==> config.mk <==
export PLATFORM = sky130hd
export DESIGN_NAME = overlapped_column_feeder
export DESIGN_NICKNAME = d
export VERILOG_FILES = /design/src/rtl/fish_box_pkg.sv /design/src/rtl/overlapped_column_feeder.sv
export SDC_FILE = /design/constraint.sdc
export NUM_CORES = 1
export LEC_CHECK = 0
export ABC_CLOCK_PERIOD_IN_PS = 6050
export BUFFER_PORTS_ARGS = -buffer_cell sky130_fd_sc_hd__buf_2
export CORE_ASPECT_RATIO = 0.9
export CORE_UTILIZATION = 50
export DETAILED_ROUTE_END_ITERATION = 12
export GPL_TIMING_DRIVEN = 0
export PLACE_DENSITY = 0.77
export SLEW_MARGIN = 40
export SYNTH_ARGS = -nofsm -noshare
export SYNTH_HDL_FRONTEND = slang
export SYNTH_SLANG_ARGS = --single-unit
==> constraint.sdc <==
create_clock -name clk_i -period 6.05 [get_ports clk_i]
set_input_delay 1.21 -clock clk_i [delete_from_list [all_inputs] [get_ports clk_i]]
set_output_delay 1.21 -clock clk_i [all_outputs]
set_load 0.03 [all_outputs]
==> src/rtl/fish_box_pkg.sv <==
// Shared types and helpers for the overlapped column feeder.
package fish_box_pkg;

    localparam int unsigned NUM_CORES = 4;
    localparam int unsigned BUF_DEPTH = NUM_CORES + 1;
    localparam int unsigned CNT_W     = 3;

    typedef enum logic [1:0] {
        IDLE = 2'd0,
        FILL = 2'd1,
        EMIT = 2'd2
    } state_e;

    // Bit offset of core lane k in the flattened output bus.
    function automatic int unsigned lane_lsb(input int unsigned k, input int unsigned lane_w);
        return k * lane_w;
    endfunction

    // A group holding cnt_new half-columns drives cnt_new-1 lanes.
    function automatic logic [NUM_CORES-1:0] lane_mask(input logic [CNT_W-1:0] cnt_new);
        logic [NUM_CORES-1:0] m;
        m = '0;
        for (int unsigned i = 0; i < NUM_CORES; i++) begin
            if ((i + 32'd1) < 32'(cnt_new)) begin
                m[i] = 1'b1;
            end
        end
        return m;
    endfunction

endpackage

==> src/rtl/overlapped_column_feeder.sv <==
// Assembles 50%-overlapped core columns from a half-column stream and
// presents them to four cores as one held group per handshake.
module overlapped_column_feeder
    import fish_box_pkg::*;
#(
    parameter int unsigned SIZE_OF_INPUT   = 16,
    parameter int unsigned SIZE_OF_FEATURE = 4
) (
    input  logic                               clk_i,
    input  logic                               rst_i,
    input  logic [SIZE_OF_INPUT/2-1:0]         half_column_i,
    input  logic                               half_column_valid_i,
    input  logic                               half_column_last_i,
    output logic                               half_column_ready_o,
    output logic [SIZE_OF_INPUT*NUM_CORES-1:0] overlapped_column_core_o,
    output logic [NUM_CORES-1:0]               valid_data_core_o,
    input  logic                               core_ready_i,
    output logic                               row_last_o
);

    localparam int unsigned HALF_W = SIZE_OF_INPUT / 2;
    localparam int unsigned OUT_W  = SIZE_OF_INPUT * NUM_CORES;

    if (((SIZE_OF_INPUT % 2) != 0) || ((HALF_W % SIZE_OF_FEATURE) != 0)) begin : g_bad_params
        $error("overlapped_column_feeder: SIZE_OF_INPUT must be even and SIZE_OF_INPUT/2 a multiple of SIZE_OF_FEATURE");
    end

    state_e                 state_q, state_d;
    logic [CNT_W-1:0]       cnt_q, cnt_d;
    logic [HALF_W-1:0]      h_q [BUF_DEPTH];
    logic [HALF_W-1:0]      h_d [BUF_DEPTH];
    logic [OUT_W-1:0]       core_q, core_d;
    logic [NUM_CORES-1:0]   valid_q, valid_d;
    logic                   row_last_q, row_last_d;

    logic                   accept_c;
    logic [CNT_W-1:0]       cnt_new_c;
    logic [NUM_CORES-1:0]   mask_c;
    logic [OUT_W-1:0]       lanes_c;

    always_ff @(posedge clk_i or posedge rst_i) begin
        if (rst_i) begin
            state_q    <= IDLE;
            cnt_q      <= '0;
            core_q     <= '0;
            valid_q    <= '0;
            row_last_q <= 1'b0;
            for (int unsigned i = 0; i < BUF_DEPTH; i++) begin
                h_q[i] <= '0;
            end
        end else begin
            state_q    <= state_d;
            cnt_q      <= cnt_d;
            core_q     <= core_d;
            valid_q    <= valid_d;
            row_last_q <= row_last_d;
            for (int unsigned i = 0; i < BUF_DEPTH; i++) begin
                h_q[i] <= h_d[i];
            end
        end
    end

    always_comb begin
        state_d    = state_q;
        cnt_d      = cnt_q;
        h_d        = h_q;
        core_d     = core_q;
        valid_d    = valid_q;
        row_last_d = row_last_q;
        lanes_c    = '0;

        accept_c  = half_column_valid_i && (state_q != EMIT);
        cnt_new_c = cnt_q + CNT_W'(1);
        mask_c    = lane_mask(cnt_new_c);

        for (int unsigned i = 0; i < BUF_DEPTH; i++) begin
            if (accept_c && (cnt_q == CNT_W'(i))) begin
                h_d[i] = half_column_i;
            end
        end

        // Lane k pairs the older half (low) with the next newer half (high).
        for (int unsigned k = 0; k < NUM_CORES; k++) begin
            if (mask_c[k]) begin
                lanes_c[lane_lsb(k, SIZE_OF_INPUT) +: SIZE_OF_INPUT] = {h_d[k+1], h_d[k]};
            end
        end

        case (state_q)
            IDLE: begin
                if (accept_c) begin
                    if (half_column_last_i) begin
                        for (int unsigned i = 0; i < BUF_DEPTH; i++) begin
                            h_d[i] = '0;
                        end
                    end else begin
                        state_d = FILL;
                        cnt_d   = CNT_W'(1);
                    end
                end
            end
            FILL: begin
                if (accept_c) begin
                    cnt_d = cnt_new_c;
                    if ((cnt_new_c == CNT_W'(BUF_DEPTH)) || half_column_last_i) begin
                        state_d    = EMIT;
                        core_d     = lanes_c;
                        valid_d    = mask_c;
                        row_last_d = half_column_last_i;
                    end
                end
            end
            EMIT: begin
                if (core_ready_i) begin
                    core_d     = '0;
                    valid_d    = '0;
                    row_last_d = 1'b0;
                    if (row_last_q) begin
                        state_d = IDLE;
                        cnt_d   = '0;
                        for (int unsigned i = 0; i < BUF_DEPTH; i++) begin
                            h_d[i] = '0;
                        end
                    end else begin
                        // Newest half-column seeds the next group of the same row.
                        state_d = FILL;
                        cnt_d   = CNT_W'(1);
                        h_d[0]  = h_q[BUF_DEPTH-1];
                    end
                end
            end
            default: begin
                state_d = IDLE;
                cnt_d   = '0;
            end
        endcase
    end

    assign half_column_ready_o      = (state_q != EMIT);
    assign overlapped_column_core_o = core_q;
    assign valid_data_core_o        = valid_q;
    assign row_last_o               = row_last_q;

endmodule

# == After elaboration in Yosys (flattened, before gate mapping) ==
# Index checks and enable logic that the tools add are counted.
# totals
ff_bits,114
in_bits,13
output_inout_bits,70
elab_cells,85
# classes
addsub,1
magnitude_cmp,4
n_eq_ne,13
n_mux,44
n_reduce_logical,13
# ops
operator,n
2-to-1 mux 64 bit,3
one-hot mux 64 bit (2 select lines),1
2-to-1 mux 40 bit,3
one-hot mux 40 bit (2 select lines),1
2-to-1 mux 16 bit,4
2-to-1 mux 8 bit,6
2-to-1 mux 32 bit,1
2-to-1 mux 3 bit,4
2-to-1 mux 4 bit,3
!= test 2 bit (second input constant),6
2-to-1 mux 2 bit,5
2-to-1 mux 1 bit,9
one-hot mux 3 bit (3 select lines),1
one-hot mux 4 bit (2 select lines),1
AND reduction 4 bit,2
== test 3 x 2 -> 1 bit (second input constant),2
== test 3 bit (second input constant),2
logical AND 1 bit,6
< comparator 2 x 3 -> 1 bit (first input constant),2
one-hot mux 2 bit (3 select lines),1
AND reduction 5 bit,1
adder 3 x 1 -> 3 bit (second input constant),1
== test 3 x 1 -> 1 bit (second input constant),1
zero test 3 bit,1
other kinds (8),8

# == Depth between registers and ports, before layout ==
# Gate-level depths: netlist of run 1.
# logic_depth
depth_word,8
ltp_mapped,8

# == Worst setup path after synthesis of run 1 ==
# No wires, ideal clock.
# synth_path
path_type,input -> register
from,input port half_column_valid_i
to,register core_q[48] (netlist: overlapped_column_core_o[48])
setup_ps,75
arrival_time_ps,2368
path_slack_ps,3607
cell_stages,7
path_cell_list,buf_4 nand3b_4 or3_1 buf_6 a21o_4 buf_6 o2bb2ai_2
# synth_between
elab_chain_len,7
word_cells_on_any_way,9
cone_classes,eq/ne (1); mux (5); reduce/logical (3)
# synth_rtl
element,line,rtl
from (decl),overlapped_column_feeder.sv:12,"input logic half_column_valid_i,"
logical AND 1 bit (*),overlapped_column_feeder.sv:72,accept_c = half_column_valid_i && (state_q != EMIT);
logical AND 1 bit,overlapped_column_feeder.sv:77,if (accept_c && (cnt_q == CNT_W'(i))) begin
2-to-1 mux 8 bit,overlapped_column_feeder.sv:77,
2-to-1 mux 16 bit,overlapped_column_feeder.sv:84,if (mask_c[k]) begin
2-to-1 mux 64 bit,overlapped_column_feeder.sv:105,if ((cnt_new_c == CNT_W'(BUF_DEPTH)) || half_column_last_i) begin
2-to-1 mux 64 bit,overlapped_column_feeder.sv:103,if (accept_c) begin
one-hot mux 64 bit (2 select lines),overlapped_column_feeder.sv:89,case (state_q)
to (signal assigned),overlapped_column_feeder.sv:54,core_q <= core_d;
to (decl),overlapped_column_feeder.sv:32,"logic [OUT_W-1:0] core_q, core_d;"
# Every way passes the cells marked *; elsewhere a longest branch is shown, timed or not. The select of a mux whose other input is x is not followed.
# A chain may end at the register's enable or synchronous reset.

# == Worst setup path after layout of run 1 ==
# layout_path
from,register state_q[1]
to,output port half_column_ready_o
# layout_between
elab_chain_len,1
# layout_rtl
element,line,rtl
from (decl),overlapped_column_feeder.sv:28,"state_e state_q, state_d;"
from (signal assigned),overlapped_column_feeder.sv:52,state_q <= state_d;
!= test 2 bit,overlapped_column_feeder.sv:139,assign half_column_ready_o = (state_q != EMIT);
to (decl),overlapped_column_feeder.sv:14,"output logic half_column_ready_o,"
# Every way passes these cells.

==> metrics.txt, run 1 <==
std cell rows=33; Register-to-Register Setup Slack=around 3.4 ns; DRT Pass-1 Iters=4; Die H=about 94 um; Clk pin slew, worst setup/hold paths=roughly 0.060 ns; post-placement cell count=approximately 550; maxcap violations=0; ys flop type=dfrtp_1; outcome=complete, no violations; n_diodes=0; final setup vio count=0; Tot GR Track Use=24.88%; EDFF count, synth=0; r2r startpoint=cnt_q[0]; worst hold path endpoint=overlapped_column_core_o[4]; Setup TNS Final=0 ns; grt ovf=0; Worst-Margin Slew=0.8073 ns; Crit path required time=4.84 ns; vias=3334; CTS Sinks=114; postcts setup bufs=0; DRT Wirelength=11120 um; Layout area overhead=25.80%; hold path depth=1; Hold Crit Class=flop to flop; share of layout cells above drive strength 1=32.83%; asr flop ratio synth=100.0%; Slew headroom=between 40% and 50%; Synth area leaders=dfrtp_1 (61%), o2bb2ai_1 (11%), mux2i_1 (8.8%); synthesized area=between 4000 and 5000 um^2; Mapped Cells=350; Final HPWL DP=7249 um; most frequent cells in the layout=dfrtp_1 (114), buf_2 (91), o2bb2ai_1 (56); DR WL/cell=19.02 um; Max VDD drop=0.2357 mV; minimum clock period=2.753 ns; CTS HTree Levels=4; die area=around 10000 um^2; CP Launch Type=flop; CP Capture Type=primary output; CP Data Arrival Time=1.54 ns; synth warn=0; final hold viol count=0; Starting Density=about half; Setup Skew=0.007459 ns; Synth area leader=dfrtp_1; I/O Buffers=80; hold-fix buffers at CTS=0; CTS tree=yes; Core ar.=9084 um^2; unrepaired setup endpoints after global routing=false; initial antenna violation count=0; Peak Freq=363.2 MHz; HP Start=overlapped_column_core_o[4]; ANT nets after route=0; part of the Yosys area used for sequential elements=between 60% and 70%; clk_lat worst skew=roughly 0.51 ns; synth unique cells=38; non-filler cells, final=between 500 and 600; Inserted Clock Buffers=17; largest net degree at the start of global routing=66; ratio of total power to cell area=540.9 nW/um^2; I/O pin cnt=83; PostCTS Resize Cnt=0; drt drc=0; syn avg cell area=13.34 um^2; Pins Over Slew Limit=0; clock root buffer=clkbuf_8; Fillers=688; clock buffer depth=2; DIE WIDTH=between 100 and 150 um; Synth Register Bits=114; Via-to-Cell Ratio=5.699; Leakage=3.124 nW; # nets final=468; crit path max fanout=10; reg2reg path depth=6; crit path kind=flop to primary output; commonest non-fill, non-tap cell in the layout=dfrtp_1; syn nets=368; first-pass GRT wire length=18060 um; Iteration-0 DRC Markers=182; Worst R2R End=overlapped_column_core_o[24]; vias in the first global route=3331; routability congestion estimate from global placement=0.8143; post-synth top area share=61.09%; final worst-path cycle share=45.51%
[power by group]
group | total (mW) | leakage, nW | internal [mW] | switching [mW]
clock | 1.03 | 0.299 | 0.681 | 0.347
sequential | 1.11 | 1.54 | 0.982 | 0.123
combinational | 1.04 | 1.28 | 0.353 | 0.691
[cells by family (layout without fill, tap and decap cells)]
group | after synthesis | in the layout | synth area share, %
buffers and inverters | 28 | 141 | 3.269
AND/OR/NAND/NOR | 65 | 65 | 7.155
adder cells (fa/ha/maj) | 5 | 5 | 1.340
AO/OA/AOI/OAI | 97 | 97 | 18.35
flip-flops | 114 | 114 | 61.09
multiplexers | 41 | 41 | 8.789
[critical path, cell delays in order, from the launching register on]
cell	delay (ns)
dfrtp_1	0.37
buf_6	0.13
nand2b_1	0.06
buf_2	0.23
buf_2	0.24
[routing by layer]
layer	wire length, um	track usage [%]
met5	0	0
met4	278	12.14
met3	729	6.380
met2	5151	37.28
met1	4965	33.97
[state kept, by name (all words and copies together) (netlist names)]
name	flops
row_last_o	1
state_q	2
overlapped_column_core_o	64
h_q	40
valid_data_core_o	4
cnt_q	3
[synth_stat cells, types with 2 or more instances]
cell type,n
o2bb2ai_2,10
a21bo_2,3
nand2b_1,7
nand3_2,4
buf_4,3
nor2_1,33
clkbuf_1,3
dfrtp_1,114
a21oi_1,3
mux2i_1,41
o21ai_0,12
o2bb2ai_1,56
or2_2,2
nor3_1,2
nand2_1,10
buf_2,11
o22ai_1,2
inv_1,7
buf_6,3
o21bai_1,2
ha_1,5
[how the worst max path moves through the flow]
stage	from	endpoint	slack, ns	cells after the start
2_1_floorplan	rst_i	cnt_q[0]	1.82	1
3_3_place_gp	rst_i	overlapped_column_core_o[3]	0.74	2
3_5_place_dp	half_column_last_i	overlapped_column_core_o[19]	3.13	5
4_1_cts	state_q[1]	half_column_ready_o	3.28	4
5_1_grt	cnt_q[0]	overlapped_column_core_o[22]	3.19	6
6_report	state_q[1]	half_column_ready_o	3.30	4
[stage by stage]
stage	setup slack (ns)	power, mW	area [um^2]	hold WS, ns	utilization, %
2_1_floorplan	1.824	1.848	4669	0.4496	-
3_3_place_gp	0.7446	2.111	5223	0.4665	57.49
3_5_place_dp	3.125	2.145	5258	0.4687	57.88
4_1_cts	3.277	3.187	5874	0.4869	64.67
5_1_grt	3.190	3.338	5874	0.4965	64.67
6_report	3.297	3.177	5874	0.4845	64.67
[area by class of cell]
class                   count  area [um^2]  area share [%]
flip-flops and latches    114         2853           48.56
repair buffers             81        427.9           7.284
clock buffers              20        435.4           7.412
multi-input cells         208         1664           28.33
plain buffers              21        126.4           2.151
inverters                   7        33.78          0.5751
clock inverters            12        181.4           3.088
well taps                 122        152.6           2.599
Power figures use the tool's default switching activity.
==> run 2: changes to the inputs <==
- ABC_AREA: not set -> 1
- ABC_CLOCK_PERIOD_IN_PS: 6050 -> 2450
- PLACE_DENSITY: 0.77 -> 0.79
- clock period: 6.05 -> 2.45 ns (I/O delays scaled with it)
==> run 2 against run 1 <==
Against the previous run: non-clock buffer count grew 29; synthesized cell count grew 76%; via count grew 49%; total power grew to 2.8 times the previous value; critical path type unchanged.
==> metrics.txt, run 2 <==
outcome=complete, no violations; Psw=3.867 mW (+230%); I/O Buffers=81 (+1.3%); share of layout cells above drive strength 1=21.01% (-12 points); crit path kind=flop to primary output; Post-synth top cells=nand2_1 (184), dfrtp_1 (114), nand3_1 (81), o21ai_0 (62), nand4_1 (40); CTS tree=yes; die area=10910 um^2 (+12%); grt ovf=0 (unchanged); ratio of total power to cell area=1340 nW/um^2 (+150%); Crit path required time=1.96 ns (-2.88 ns); asr flop ratio synth=100.0% (unchanged); Leakage=3.692 nW (+18%); synth unique cells=19 (-50%); Seq pwr share=29.6% (-5.2 points); Worst Path Buf+Inv=3 (unchanged); DRT Pass-1 Iters=6 (+2); grt met3 use=6.356% (-0.024 points); CP Capture Type=primary output; clock root buffer=clkbuf_16; Net Sw Frac=43.88% (+7.3 points); DIE WIDTH=110.0 um (+5.9%); Clk pin slew, worst setup/hold paths=0.06 ns (about the same); hold-fix buffers at CTS=0 (unchanged); r2r startpoint=cnt_q[0]; # nets final=738 (+58%); ys flop type=dfrtp_1; final worst-path cycle share=92.45%; Inserted Clock Buffers=17 (unchanged); most frequent cells in the layout=nand2_1 (184), dfrtp_1 (114), buf_2 (102); Hold Crit Class=input pin to asynchronous set/reset pin; DRT Wirelength=14780 um (+33%); n_diodes=0 (unchanged); minimum clock period=approximately 2.3 ns; CP Data Arrival Time=1.77 ns (+0.23 ns); Iteration-0 DRC Markers=437 (+140%); Starting Density=51.45% (about the same); CP Launch Type=flop; vias in the first global route=4904 (+47%); Max VDD drop=0.6052 mV (+160%); Tot GR Track Use=29.32% (+4.4 points); power share of the clock group=29.1% (-3.3 points); met2 usage=45.24% (+8.0 points); Most Crowded Layer GR=met2; Crit. path cell count=4 (unchanged); Mapped Cells=616 (+76%); initial antenna violation count=0 (unchanged); largest net degree at the start of global routing=26 (-61%); Internal Power=4.946 mW (+150%); Pins Over Slew Limit=0 (unchanged); max reg flops=64 (unchanged); Via-to-Cell Ratio=5.752 (+0.92%); Worst-Margin Slew=0.6357 ns (-0.1716 ns); Worst R2R End=row_last_o; drt drc=0 (unchanged); Slew headroom=57.62% (+12 points); most common cell in the netlist=nand2_1; Most common cell on crit path=buf_2; cell family with most CP delay=buffers and inverters; ANT nets after route=0 (unchanged); commonest non-fill, non-tap cell in the layout=nand2_1; syn avg cell area=8.523 um^2 (-36%); part of the Yosys area used for sequential elements=54.34% (-6.8 points); synth warn=0 (unchanged); CTS Sinks=114 (unchanged); Setup Skew=0.008674 ns (+0.001215 ns); Core ar.=10200 um^2 (+12%); slowest CP cell=dfrtp_1; syn nets=634 (+72%); EDFF count, synth=0 (unchanged); combinational power share=41.3% (+8.4 points); routability congestion estimate from global placement=0.8807 (+8.2%); DR WL/cell=17.15 um (-9.8%); worst setup margin=0.1851 ns (-3.112 ns); final hold viol count=0 (unchanged); vias=4958 (+49%); clock buffer depth=2 (unchanged); std cell rows=35 (+6.1%); critical path, cell by cell=nand2_1 > buf_2 > buf_2 > buf_2; Synth area leaders=dfrtp_1 (54%), nand2_1 (13%), nand3_1 (7.7%); Peak Freq=441.5 MHz; I/O pin cnt=83 (unchanged); Final HPWL DP=10260 um (+42%); unrepaired setup endpoints after global routing=false; first-pass GRT wire length=23980 um (+33%); reg2reg path depth=10 (+4); Die H=99.21 um (+5.9%); synthesized area=5250 um^2 (+12%); worst hold slack=0.03116 ns (-0.4534 ns); final setup vio count=0 (unchanged); CTS HTree Levels=4 (unchanged); Synth Register Bits=114 (unchanged); crit path max fanout=10 (unchanged); met1 usage=39.04% (+5.1 points); post-synth top area share=54.34% (-6.8 points); dpl ws=0.08083 ns (-3.044 ns); Layout area overhead=25.29%; Slowest Stage Delay on Critical Path=0.45 ns (+0.08 ns); maxcap violations=0 (unchanged); Register-to-Register Setup Slack=0.28 ns (-3.11 ns); clk_lat worst skew=0.41 ns (-0.10 ns); Synth area leader=dfrtp_1
[run 2: logic make-up (layout without fill, tap and decap cells)]
group / Yosys count / after routing / synth area share (%)
AND/OR/NAND/NOR: 322 / 322 / 27.24
flip-flops: 114 / 114 / 54.34
AO/OA/AOI/OAI: 110 / 110 / 12.01
buffers and inverters: 65 / 182 / 5.219
adder cells (fa/ha/maj): 5 / 5 / 1.192
[run 2: repair_timing]
item                       4_1_cts  5_1_grt
setup endpoints to repair        0       46
buffers inserted                 0        0
gates resized for setup          0        6
[run 2: stage by stage]
stage | std cells | power [mW] | instance area (um^2) | util [%] | TNS (ns)
CTS | 863 | 8.773 | 6571 | 64.40 | 0
detailed placement | 831 | 6.175 | 5951 | 58.32 | 0
global placement | 826 | 6.019 | 5821 | 57.04 | -9.542
global route | 862 | 9.334 | 6578 | 64.46 | 0
finish | 862 | 8.813 | 6578 | 64.46 | 0
floorplan | 616 | 5.108 | 5254 | - | 0
[run 2: cell type report]
| type | count | area (um^2) |
|---|---|---|
| fillers | 846 | 3626 |
| flip-flops and latches | 114 | 2853 |
| multi-input cells | 437 | 2131 |
| repair buffers | 86 | 535.5 |
| clock buffers | 18 | 439.2 |
| plain buffers | 45 | 201.4 |
| clock inverters | 14 | 181.4 |
| well taps | 129 | 161.4 |
| inverters | 19 | 75.07 |
[run 2: worst max path at each step]
stage                     startpoint                           end  slack, ns
after detailed placement    cnt_q[2]  overlapped_column_core_o[23]       0.08
after CTS                   cnt_q[2]  overlapped_column_core_o[23]       0.06
after floorplan             cnt_q[2]  overlapped_column_core_o[48]       0.56
after global placement         rst_i  overlapped_column_core_o[34]      -0.09
final                     state_q[1]           half_column_ready_o       0.19
after global routing        cnt_q[0]                    row_last_o       0.09
[run 2: layer usage]
| metal | vias up | share of wire (%) |
|---|---|---|
| li1 | 2292 | - |
| met1 | 2414 | 43 |
| met2 | 212 | 48 |
| met3 | 40 | 6.6 |
| met4 | 0 | 2.7 |
| met5 | - | 0 |
[run 2: power by group through the flow]
stage               clock network [mW]  logic [mW]  registers [mW]
floorplan                            0        2.02            3.09
global placement                     0        3.42            2.60
detailed placement                   0        3.55            2.63
CTS                               2.58        3.59            2.60
global route                      2.68        4.00            2.66
finish                            2.56        3.64            2.61
==> run 3: changes to the inputs <==
- CAP_MARGIN: not set -> 0
- RECOVER_POWER: not set -> 25
==> run 3 against run 2 <==
Against the previous run: sequential power barely moved; fmax rose by 0.38%; flip-flop and latch count unchanged; total power down 0.35%; final cell count stayed put; die area unchanged; largest cell class unchanged; core utilization is 0.86 points lower; combinational power is essentially flat; critical path type unchanged; critical path depth did not move.
==> metrics.txt, run 3 (synthesized netlist as in run 2, its figures left out) <==
Worst Path Buf+Inv=3 (unchanged); Net Sw Frac=43.85% (about the same); I/O Buffers=81 (unchanged); drt drc=0 (unchanged); slowest CP cell=dfrtp_1; Clk pin slew, worst setup/hold paths=0.06 ns (about the same); Psw=3.851 mW (-0.42%); routability congestion estimate from global placement=0.8807 (unchanged); Fillers=856 (+1.2%); CP Capture Type=primary output; minimum clock period=2.256 ns (-0.008677 ns); initial antenna violation count=0 (unchanged); Seq pwr share=29.7% (about the same); maxcap violations=0 (unchanged); unrepaired setup endpoints after global routing=false; ratio of total power to cell area=1353 nW/um^2 (+0.99%); # nets final=738 (unchanged); clock root buffer=clkbuf_16; grt ovf=0 (unchanged); Slowest Stage Delay on Critical Path=0.44 ns (about the same); Layout area overhead=23.62%; I/O pin cnt=83 (unchanged); crit path kind=flop to primary output; CP Data Arrival Time=1.77 ns (about the same); cell family with most CP delay=buffers and inverters; DRT Wirelength=14700 um (-0.54%); Slew headroom=12.82% (-45 points); Peak Freq=443.2 MHz (+0.38%); Leakage=3.655 nW (-1.0%); Setup Skew=0.009250 ns (+0.0005761 ns); vias in the first global route=4904 (unchanged); vias=4965 (+0.14%); DR WL/cell=17.06 um (-0.54%); Internal Power=4.932 mW (-0.30%); Core ar.=10200 um^2 (unchanged); share of layout cells above drive strength 1=20.74% (-0.27 points); most frequent cells in the layout=nand2_1 (184), dfrtp_1 (114), buf_2 (102); Via-to-Cell Ratio=5.760 (+0.14%); final setup vio count=0 (unchanged); commonest non-fill, non-tap cell in the layout=nand2_1; met2 WL=6993 um (-0.67%); dpl ws=0.08083 ns (unchanged); hold-fix buffers at CTS=0 (unchanged); clock buffer depth=2 (unchanged); CTS Sinks=114 (unchanged); power share of the clock group=29.1% (about the same); critical path, cell by cell=nand2_1 > buf_2 > buf_2 > buf_2; max reg flops=64 (unchanged); Die H=99.21 um (unchanged); Inserted Clock Buffers=17 (unchanged); Pins Over Slew Limit=0 (unchanged); die area=10910 um^2 (unchanged); Final Core Density=63.61% (-0.86 points); crit path max fanout=10 (unchanged); Hold Crit Class=input pin to asynchronous set/reset pin; outcome=complete, no violations; CTS HTree Levels=4 (unchanged); combinational power share=41.2% (about the same); Register Area=2853 um^2 (unchanged); Iteration-0 DRC Markers=495 (+13%); Metal-1 WL=6198 um (-2.6%); placed cell area=5951 um^2 (unchanged); Final HPWL DP=10260 um (unchanged); first-pass GRT wire length=23980 um (unchanged); CTS tree=yes; Crit path required time=1.96 ns (about the same); final worst-path cycle share=92.09% (-0.35 points); final instance area=6490 um^2 (-1.3%); multi-input logic area=2131 um^2 (unchanged); Register-to-Register Setup Slack=0.27 ns (about the same); std cell rows=35 (unchanged); Tot GR Track Use=29.32% (unchanged); DIE WIDTH=110.0 um (unchanged); Most common cell on crit path=buf_2; Max VDD drop=0.6042 mV (-0.17%); clk_lat worst skew=0.41 ns (about the same); DRT Pass-1 Iters=6 (unchanged); CP Launch Type=flop; WL met3=1105 um (+13%); Worst-Margin Slew=1.308 ns (+0.6720 ns); ANT nets after route=0 (unchanged); Starting Density=51.45% (unchanged); final hold viol count=0 (unchanged); worst setup margin=0.1937 ns (+0.008677 ns); largest net degree at the start of global routing=26 (unchanged); n_diodes=0 (unchanged); max layer used=met4
## run 3: timing repair
action | in CTS | in global routing
gates resized for setup | 0 | 6
setup buffers | 0 | 0
setup endpoints to repair | 0 | 46
## run 3: final timing paths
| check | cells after the start | start | endpoint |
|---|---|---|---|
| min in group clk_i | 3 | half_column_last_i | row_last_o |
| max | 4 | state_q[1] | half_column_ready_o |
| max reg2reg | 10 | cnt_q[0] | row_last_o |
| max in group asynchronous | 4 | rst_i | h_q[22] |
| min | 2 | rst_i | overlapped_column_core_o[59] |
| min reg2reg | 2 | valid_data_core_o[0] | valid_data_core_o[0] |
## run 3: metal layers
layer | GRT usage (%) | vias up
li1 | - | 2299
met1 | 39.04 | 2394
met2 | 45.24 | 231
met3 | 6.356 | 41
met4 | 14.67 | 0
met5 | 0 | -
## run 3: stage by stage
| step | TNS (ns) | hold slack (ns) | power, mW | cells |
|---|---|---|---|---|
| after floorplan | 0 | 0.4786 | 5.108 | 616 |
| after detailed placement | 0 | 0.4624 | 6.175 | 831 |
| after CTS | 0 | 0.03131 | 8.773 | 863 |
| after global routing | 0 | 0.07101 | 9.315 | 862 |
| final | 0 | 0.04613 | 8.782 | 862 |
| after global placement | -9.542 | 0.4594 | 6.019 | 826 |
## run 3: power groups by stage
stage / sequential [mW] / combinational, mW / clock, mW
2_1_floorplan: 3.09 / 2.02 / 0
4_1_cts: 2.60 / 3.59 / 2.58
6_report: 2.61 / 3.62 / 2.56
5_1_grt: 2.66 / 3.98 / 2.68
3_3_place_gp: 2.60 / 3.42 / 0
3_5_place_dp: 2.63 / 3.55 / 0
## run 3: worst register-to-register path, stage by stage (launching register included)
cell	delay (ns)
dfrtp_1	0.41
ha_1	0.21
ha_1	0.29
inv_1	0.12
nand2_1	0.09
nand3_1	0.10
nand2_2	0.19
buf_2	0.26
buf_4	0.19
o21ai_1	0.14
nand2_1	0.06
## run 3: layout make-up
cell class,count,area share (%)
sequential,114,43.96
multi-input combinational,437,32.83
timing repair buffer,86,6.940
clock buffer,18,6.767
buffer,45,3.104
clock inverter,14,2.795
tap,129,2.487
inverter,19,1.118
